--- src/rtl/game_pkg.sv ---
// Shared game definitions: top-level game-state encodings, the round_timer
// FSM encoding, default round timing and a small BCD helper.
package game_pkg;

    // Top-level game flow, owned by the game state controller.
    typedef enum logic [1:0] {
        GS_MENU      = 2'd0,
        GS_COUNTDOWN = 2'd1,
        GS_GAMEPLAY  = 2'd2,
        GS_GAME_OVER = 2'd3
    } game_state_t;

    // round_timer FSM.
    typedef enum logic [1:0] {
        RT_LOADED  = 2'd0,
        RT_RUNNING = 2'd1,
        RT_PAUSED  = 2'd2,
        RT_DONE    = 2'd3
    } rt_state_t;

    // Two-digit BCD value as shown on the HUD.
    typedef struct packed {
        logic [3:0] tens;
        logic [3:0] ones;
    } bcd2_t;

    localparam int DEF_TICKS_PER_SEC = 60;
    localparam int DEF_ROUND_SECONDS = 99;
    localparam int DEF_WARN_SECONDS  = 10;

    // Binary 0..99 to two BCD digits; used to build constant reload values.
    function automatic bcd2_t to_bcd(input int value);
        bcd2_t result;
        result.tens = 4'(value / 10);
        result.ones = 4'(value % 10);
        return result;
    endfunction

endpackage

--- src/rtl/bcd_down_counter2.sv ---
// Two-digit BCD down counter with load, decrement enable and zero flag.
// Load has priority over decrement; the count stops at 00.
module bcd_down_counter2
    import game_pkg::*;
(
    input  logic       clk_game,
    input  logic       reset,
    input  logic       load,
    input  bcd2_t      load_value,
    input  logic       dec,
    output logic [3:0] tens,
    output logic [3:0] ones,
    output logic       zero
);

    bcd2_t cnt;

    // Digit register: reset/load reload, otherwise decrement with ones borrow.
    // NOTE: sequential state is written with non-blocking assignments only, so
    // every flop samples values from before the edge regardless of block order.
    always_ff @(posedge clk_game) begin
        if (reset || load) begin
            cnt <= load_value;
        end else if (dec && !zero) begin
            if (cnt.ones == 4'd0) begin
                cnt.ones <= 4'd9;
                cnt.tens <= cnt.tens - 4'd1;
            end else begin
                cnt.ones <= cnt.ones - 4'd1;
            end
        end
    end

    assign tens = cnt.tens;
    assign ones = cnt.ones;
    assign zero = (cnt.tens == 4'd0) && (cnt.ones == 4'd0);

endmodule

--- src/rtl/round_timer.sv ---
// Round clock and round-end arbiter. Prescales clk_game into seconds, counts
// the round down in BCD, and ends the round on expiry or knockout, latching
// the winner from the health values sampled on that edge.
module round_timer
    import game_pkg::*;
#(
    parameter int TICKS_PER_SEC = DEF_TICKS_PER_SEC,
    parameter int ROUND_SECONDS = DEF_ROUND_SECONDS,
    parameter int WARN_SECONDS  = DEF_WARN_SECONDS
) (
    input  logic       clk_game,
    input  logic       reset,
    input  logic       timer_reset,
    input  logic       timer_enable,
    input  logic [7:0] p1_health,
    input  logic [7:0] p2_health,
    output logic [3:0] seconds_tens,
    output logic [3:0] seconds_ones,
    output logic       tick_sec,
    output logic       warning,
    output logic       warning_blink,
    output logic       game_over_condition,
    output logic       winner_p1,
    output logic       winner_p2
);

    localparam int               SUB_W      = $clog2(TICKS_PER_SEC);
    localparam logic [SUB_W-1:0] SUB_LAST   = SUB_W'(TICKS_PER_SEC - 1);
    localparam logic [SUB_W-1:0] SUB_HALF   = SUB_W'(TICKS_PER_SEC / 2);
    localparam bcd2_t            ROUND_BCD  = to_bcd(ROUND_SECONDS);
    localparam logic [6:0]       WARN_LIMIT = 7'(WARN_SECONDS);

    rt_state_t        state, state_next;
    logic [SUB_W-1:0] sub_cnt, sub_next;
    logic             dec;
    logic             tick_next;
    logic             win_p1_next, win_p2_next;
    logic             cnt_zero;
    logic             ko;
    logic             last_sec;
    logic [6:0]       remaining;

    bcd_down_counter2 u_digits (
        .clk_game   (clk_game),
        .reset      (reset),
        .load       (timer_reset),
        .load_value (ROUND_BCD),
        .dec        (dec),
        .tens       (seconds_tens),
        .ones       (seconds_ones),
        .zero       (cnt_zero)
    );

    assign ko        = (p1_health == 8'd0) || (p2_health == 8'd0);
    assign last_sec  = (seconds_tens == 4'd0) && (seconds_ones == 4'd1);
    assign remaining = {3'b000, seconds_tens} * 7'd10 + {3'b000, seconds_ones};

    // State register plus prescaler, second pulse and latched winners.
    always_ff @(posedge clk_game) begin
        if (reset) begin
            state     <= RT_LOADED;
            sub_cnt   <= '0;
            tick_sec  <= 1'b0;
            winner_p1 <= 1'b0;
            winner_p2 <= 1'b0;
        end else begin
            state     <= state_next;
            sub_cnt   <= sub_next;
            tick_sec  <= tick_next;
            winner_p1 <= win_p1_next;
            winner_p2 <= win_p2_next;
        end
    end

    // Next-state: reload > KO > second decrement; DONE holds everything.
    // NOTE: every signal gets a hold/idle default first so no path leaves it
    // unassigned, which would otherwise infer a latch.
    always_comb begin
        state_next  = state;
        sub_next    = sub_cnt;
        dec         = 1'b0;
        tick_next   = 1'b0;
        win_p1_next = winner_p1;
        win_p2_next = winner_p2;
        if (timer_reset) begin
            state_next  = RT_LOADED;
            sub_next    = '0;
            win_p1_next = 1'b0;
            win_p2_next = 1'b0;
        end else if (state != RT_DONE) begin
            if (timer_enable) begin
                if (ko) begin
                    state_next  = RT_DONE;
                    win_p1_next = p1_health > p2_health;
                    win_p2_next = p2_health > p1_health;
                end else begin
                    state_next = RT_RUNNING;
                    if (sub_cnt == SUB_LAST) begin
                        sub_next  = '0;
                        dec       = 1'b1;
                        tick_next = 1'b1;
                        if (last_sec) begin
                            state_next  = RT_DONE;
                            win_p1_next = p1_health > p2_health;
                            win_p2_next = p2_health > p1_health;
                        end
                    end else begin
                        sub_next = sub_cnt + 1'b1;
                    end
                end
            end else if (state == RT_RUNNING) begin
                state_next = RT_PAUSED;
            end
        end
    end

    // Status outputs decoded from registered state, digits and prescaler only.
    always_comb begin
        game_over_condition = (state == RT_DONE);
        warning             = ((state == RT_RUNNING) || (state == RT_PAUSED)) &&
                              !cnt_zero && (remaining <= WARN_LIMIT);
        warning_blink       = warning && (sub_cnt < SUB_HALF);
    end

endmodule

--- config.mk ---
export PLATFORM = sky130hd
export DESIGN_NAME = round_timer
export DESIGN_NICKNAME = d
export VERILOG_FILES = /design/src/rtl/game_pkg.sv /design/src/rtl/bcd_down_counter2.sv /design/src/rtl/round_timer.sv
export SDC_FILE = /design/constraint.sdc
export NUM_CORES = 1
export LEC_CHECK = 0
export ABC_AREA = 1
export BUFFER_PORTS_ARGS = -buffer_cell sky130_fd_sc_hd__buf_4
export CORE_ASPECT_RATIO = 0.75
export CORE_MARGIN = 2
export CORE_UTILIZATION = 47
export DETAILED_ROUTE_END_ITERATION = 16
export PLACE_DENSITY_LB_ADDON = 0.08
export SETUP_SLACK_MARGIN = 0.5
export SYNTH_ARGS = -nofsm -noshare
export SYNTH_HDL_FRONTEND = slang
export SYNTH_SLANG_ARGS = --single-unit
--- constraint.sdc ---
create_clock -name clk_game -period 3 [get_ports clk_game]
set_input_delay 0.6 -clock clk_game [delete_from_list [all_inputs] [get_ports clk_game]]
set_output_delay 0.6 -clock clk_game [all_outputs]
set_load 0.02 [all_outputs]
# Word level (Yosys, flattened, before mapping)

Index checks and enable logic that the tools add are counted.

$add $sub $neg: 4
$mul: 1
Div/mod/pow operators: 0
$lt $le $gt $ge: 4
Equal/unequal tests: 6
Shift operators: 0
Mux-type cells: 18
Bitwise operators: 1
Reductions and logical operators: 22

Operator list:

| operator              | number |
|---|---|
| $gt A8 B8 Y1          | 2 |
| $logic_not A8 Y1      | 2 |
| $mux W1               | 11 |
| $mux W2               | 5 |
| $logic_not A4 Y1      | 2 |
| $sub A4 B1 Y4 const B | 2 |
| $add A7 B4 Y7         | 1 |
| $le A7 B4 Y1 const B  | 1 |
| $add A6 B1 Y6 const B | 1 |
| $eq A6 B6 Y1 const B  | 1 |
| $logic_and A1 B1 Y1   | 6 |
| $lt A6 B5 Y1 const B  | 1 |
| $mul A4 B3 Y6 const B | 1 |
| $mux W6               | 1 |
| $reduce_bool A2 Y1    | 3 |
| $eq A2 B2 Y1 const B  | 2 |
| $eq A4 B1 Y1 const B  | 1 |
| $mux W4               | 1 |
| $reduce_and A2 Y1     | 2 |
| $reduce_and A4 Y1     | 1 |
| $logic_or A1 B1 Y1    | 3 |
| $reduce_and A3 Y1     | 1 |
| $eq A2 B1 Y1 const B  | 1 |
| $ne A2 B2 Y1 const B  | 1 |
| 3 further kinds       | 3 |

Bits in registers: 19
Latch bits: 0
Memory bits (writable): 0
ROM bits: 0
Bits of input ports: 20
Output and inout port bits: 14
Logic and storage cells: 63
Memories: 0

# Depth between registers and ports, before layout

Word-level depth: 8
Gate-level depth with buffers: 10
Depth with buffers taken out: 10

# Cells and area by module

A second synthesis with hierarchy kept.

Cell total of the unflattened synthesis: 249
Area total of the unflattened synthesis: 1,707.9 um^2

Modules (own cells, without submodules):

| module            | instances | cells each | area each (um^2) | seq. area each (um^2) |
|---|---|---|---|---|
| round_timer       | 1         | 189        | 1,206.2          | 220.2 |
| bcd_down_counter2 | 1         | 60         | 501.7            | 240.2 |

# Worst setup path before layout

OpenSTA, ideal clock, no wires.

Kind: register to output
Start: reg, netlist name u_digits.tens[1]
End: out warning_blink
Data arrival time: 2.278 ns
Data required time: 2.400 ns
Setup slack: 0.122 ns
Cell stages (with the launch flop): 11
Path buffers: 0
Path through: dfxtp_1 > ha_1 > ha_1 > inv_1 > fa_1 > nor2_1 > nand4_1 > nand2_1 > xnor2_1 > nand3_1 > nor2_1

Word-level cells in the longest chain between the ends: 6
Elaborated cells between the ends (all ways): 9
Those cells by class: 1 x add/sub; 1 x mul; 1 x order compare; 6 x reduce/logical

RTL lines:

| what                                                                  | RTL line           | source |
|---|---|---|
| parallel branches: the longest is 4 deep, another holds $add A7 B4 Y7 | n/a                |  |
| $logic_and A1 B1 Y1 *                                                 | round_timer.sv:121 | `!cnt_zero && (remaining <= WARN_LIMIT);` |
| $logic_and A1 B1 Y1 *                                                 | round_timer.sv:122 | `warning_blink = warning && (sub_cnt < SUB_HALF);` |
| end, declared                                                         | round_timer.sv:21  | `output logic warning_blink,` |

Mark *: on every way between the ends.

# Worst setup path after layout

Start: reg, netlist name u_digits.tens[3]
End: out warning_blink

Word-level cells in the longest chain between the ends: 6
Elaborated cells between the ends (all ways): 9
Those cells by class: 1 x add/sub; 1 x mul; 1 x order compare; 6 x reduce/logical

RTL lines:

| what                                                                  | RTL line |
|---|---|
| parallel branches: the longest is 4 deep, another holds $add A7 B4 Y7 | n/a |
| $logic_and A1 B1 Y1 *                                                 | round_timer.sv:121 |
| $logic_and A1 B1 Y1 *                                                 | round_timer.sv:122 |

Marks and branches as above.

==> flow_summary.rst <==
.. list-table::
   :header-rows: 1

   * - Metric
     - Value
   * - Run status
     - complete, no violations
   * - Via count of the first global-routing pass
     - 1,283
   * - Max-slew violation count
     - 0
   * - Switching share of power
     - 24.7%
   * - Post-route fraction of the period consumed by the critical path
     - 95.5%
   * - Number of antenna violations at the first check in global routing
     - 0
   * - Async SR Flop Fraction
     - 0%
   * - Clock skew
     - 0.00438 ns
   * - Root Driver
     - clkbuf_8
   * - Global Route Usage Sum
     - 19.6%
   * - Post-synthesis sequential element count
     - 19
   * - Wire length after detailed routing
     - 3340 µm
   * - Final weighted congestion in routability-driven placement
     - 0.818
   * - Syn Std Cell Area
     - 1530 µm²
   * - Routed length per instance
     - 11.3 µm
   * - Data required time at the worst endpoint
     - 2.40 ns
   * - Post-detailed-route DRC marker count
     - 0
   * - Fin worst setup slack
     - 0.136 ns
   * - Slew at the pin with the worst max-slew slack
     - 0.394 ns
   * - Depth of the CTS H-tree
     - 1
   * - CP Data Arrival Time
     - 2.26 ns
   * - Highest achievable clock rate
     - 0.349 GHz
   * - Worst-case vdd ir drop
     - 134 µV
   * - Post-DP Area
     - 1870 µm²
   * - Clock share of power
     - 35.5%
   * - Number of library cell types mapped by synthesis
     - 29
   * - Worst Setup Path Type
     - flop to primary output
   * - Final total negative setup slack
     - 0 ns
   * - First-pass DRT Iterations
     - 4
   * - Layout overhead on the synthesized area
     - 28.0%
   * - Post-synth top area cell
     - dfxtp_1
   * - Post-Synthesis Mean Instance Area
     - 6.99 µm²
   * - Via Count
     - 1,439
   * - Min Clock Period, post-route
     - 2.86 ns
   * - Post-synthesis instance total
     - 219
   * - CTS sink count
     - 19
   * - Dominant synthesized flop cell
     - dfxtp_1
   * - Number of buffers created by CTS
     - 3
   * - Setup violation total in the final timing report
     - 0
   * - Kind of launch point of the worst setup path
     - flop
   * - MaxCap Viol Count
     - 0
   * - Sequential share of power
     - 50.0%
   * - Pin count of the biggest net entering global routing
     - 12
   * - Source-to-sink clock delay at the later pin of the worst-skew pair
     - 0.25 ns
   * - Portion of the post-synthesis area used by sequential elements
     - 24.8%
   * - Global-route wire length before repair
     - 5750 µm
   * - Area of the multi-input gates
     - 1050 µm²
   * - Relative slew slack
     - 73.7%
   * - Fin. Hold Viols
     - 0
   * - Filler cell count in the final layout
     - 285
   * - Final nets
     - 299
   * - Sum of net half-perimeters after detailed placement
     - 2720 µm
   * - Share of the synthesized area in the top cell type
     - 24.8%
   * - Ports placed on the boundary
     - 34
   * - Critical path capture point type
     - primary output
   * - RSZ-0062 raised after global routing
     - true
   * - Net switching power figure
     - 0.125 mW
   * - Register area
     - 393 µm²
   * - Pwr Density
     - 258 nW/µm²
   * - Cell types with the largest area share after synthesis
     - dfxtp_1 25%, ha_1 15%, nand2_1 12%
   * - Area of the core region
     - 3020 µm²
   * - Final standard cell area without fillers
     - 1960 µm²
   * - Share of the core filled with cells
     - 64.9%
   * - Buffers on Ports
     - 33
   * - Count of flip-flops with a built-in enable after synthesis
     - 0
   * - Synthesis warning total
     - 0
   * - Maximum fanout along the worst path
     - 2
   * - Placement Setup Slack
     - 0.259 ns
   * - 1st-iter DRT viols
     - 66
   * - Vertical extent of the die
     - 53.4 µm
   * - Initial cell density of the core
     - 50.7%
   * - Post-route ant nets
     - 0
   * - Antenna Diode Count
     - 0
   * - Die outline area
     - 3740 µm²
   * - Die width
     - 69.9 µm
   * - Worst hold-check slack
     - 0.472 ns
   * - Clock tree from TritonCTS
     - done
   * - Number of nets in the synthesized netlist
     - 259
   * - Max Root-Sink Buffers
     - 2
   * - Class of the tightest hold or removal check
     - flop to flop
   * - Total number of placement rows
     - 17
   * - Sum of overflow across all layers after global routing
     - 0
   * - Drt via density
     - 4.86
   * - Internal power contribution
     - 0.380 mW
   * - Clock-pin slew reported for the worst setup and hold paths after clock tree synthesis
     - 0.07 ns
   * - Share of total power in combinational logic
     - 14.5%
   * - Leakage power summed over all cells
     - 0.947 nW
   * - Fraction of final layout cells sized beyond drive strength 1
     - 28.7%
## layout make-up
cell class                      instances  area share (%)
Sequential cell                        19            20.0
Clock buffer                            4            2.30
Multi-Input combinational cell        160            53.6
Tap cell                               38            2.43
Inverter                               39            7.47
Timing Repair Buffer                   36            14.2
## what timing repair did
item | 4_1_cts | 5_1_grt
buffers inserted | 2 | 0
setup endpoints to repair | 2 | 2
hold buffers | 0 | 0
pin swaps | 6 | 2
resized for setup | 3 | 5
## metal layers
metal	vias up	global-route usage, %	routed length, µm
met5	-	0	0
met1	627	29.3	1880
met3	2	3.43	94
li1	786	-	-
met2	24	29.7	1370
met4	0	2.88	8
## cell usage after synthesis (2+ instances only)
cell / instances
o21ai_0: 2
nor3_1: 7
xor2_1: 4
nor2_2: 4
nand4_1: 8
dfxtp_1: 19
nor2_1: 17
nand3_2: 2
inv_1: 33
nand3_1: 14
a21oi_1: 17
a31oi_1: 2
nand2_1: 48
fa_1: 2
and2_1: 2
xnor2_1: 3
inv_2: 6
ha_1: 18
## final timing paths
check	from	end	slack [ns]	depth (start not counted)
max reg2reg	u_digits.tens[1]	winner_p1	1.25	10
min	winner_p2	winner_p2	0.47	2
max	u_digits.tens[3]	warning_blink	0.14	11
min reg2reg	winner_p2	winner_p2	0.47	2
## sequential cells by signal, summed over array words and instances (netlist names)
| register | cells |
|---|---|
| u_digits.tens | 4 |
| winner_p2 | 1 |
| winner_p1 | 1 |
| sub_cnt | 6 |
| u_digits.ones | 4 |
| state | 2 |
| tick_sec | 1 |
## power by group through the flow
| stage | Sequential [mW] | Clock [mW] | Combinational (mW) |
|---|---|---|---|
| after CTS | 0.253 | 0.185 | 0.0735 |
| after detailed placement | 0.259 | 0 | 0.0732 |
| final | 0.253 | 0.179 | 0.0732 |
| after global placement | 0.259 | 0 | 0.0721 |
| after floorplan | 0.258 | 0 | 0.0413 |
| after global routing | 0.253 | 0.193 | 0.0864 |
## per-stage QoR
step                      std cells  power (mW)
after global placement          290       0.331
final                           296       0.505
after floorplan                 219       0.300
after global routing            296       0.532
after CTS                       296       0.511
after detailed placement        290       0.332
## cell families (layout without fill, tap and decap cells)
logic type,after synthesis,after routing,share of synthesized area (%)
fa+ha+maj,20,20,17.3
buf+inv,40,79,10.3
compound gates,24,24,9.15
flops,19,19,24.8
simple gates,109,109,34.4
xor+xnor,7,7,4.00
## critical path, stage by stage (launching register included)
cell     delay (ns)
dfxtp_4        0.36
ha_4           0.24
ha_4           0.15
inv_2          0.04
fa_2           0.45
nor2_2         0.12
nand4_1        0.11
nand2_2        0.10
xnor2_2        0.11
nand3_2        0.12
nor2_4         0.10
buf_6          0.12
## placed cells by master (no fill, tap or decap), types with 2 or more instances in the layout
cell      instances
a21oi_1          17
a31oi_1           2
and2_1            2
buf_4            34
buf_6             2
clkbuf_8          3
dfxtp_1          15
dfxtp_4           3
ha_1             15
ha_4              2
inv_1            31
inv_2             8
nand2_1          47
nand3_1          13
nand3_2           3
nand4_1           8
nor2_1           14
nor2_2            6
nor2_4            2
nor3_1            7
o21ai_0           2
xnor2_1           2
xor2_1            4
Power figures use the tool's default switching activity.
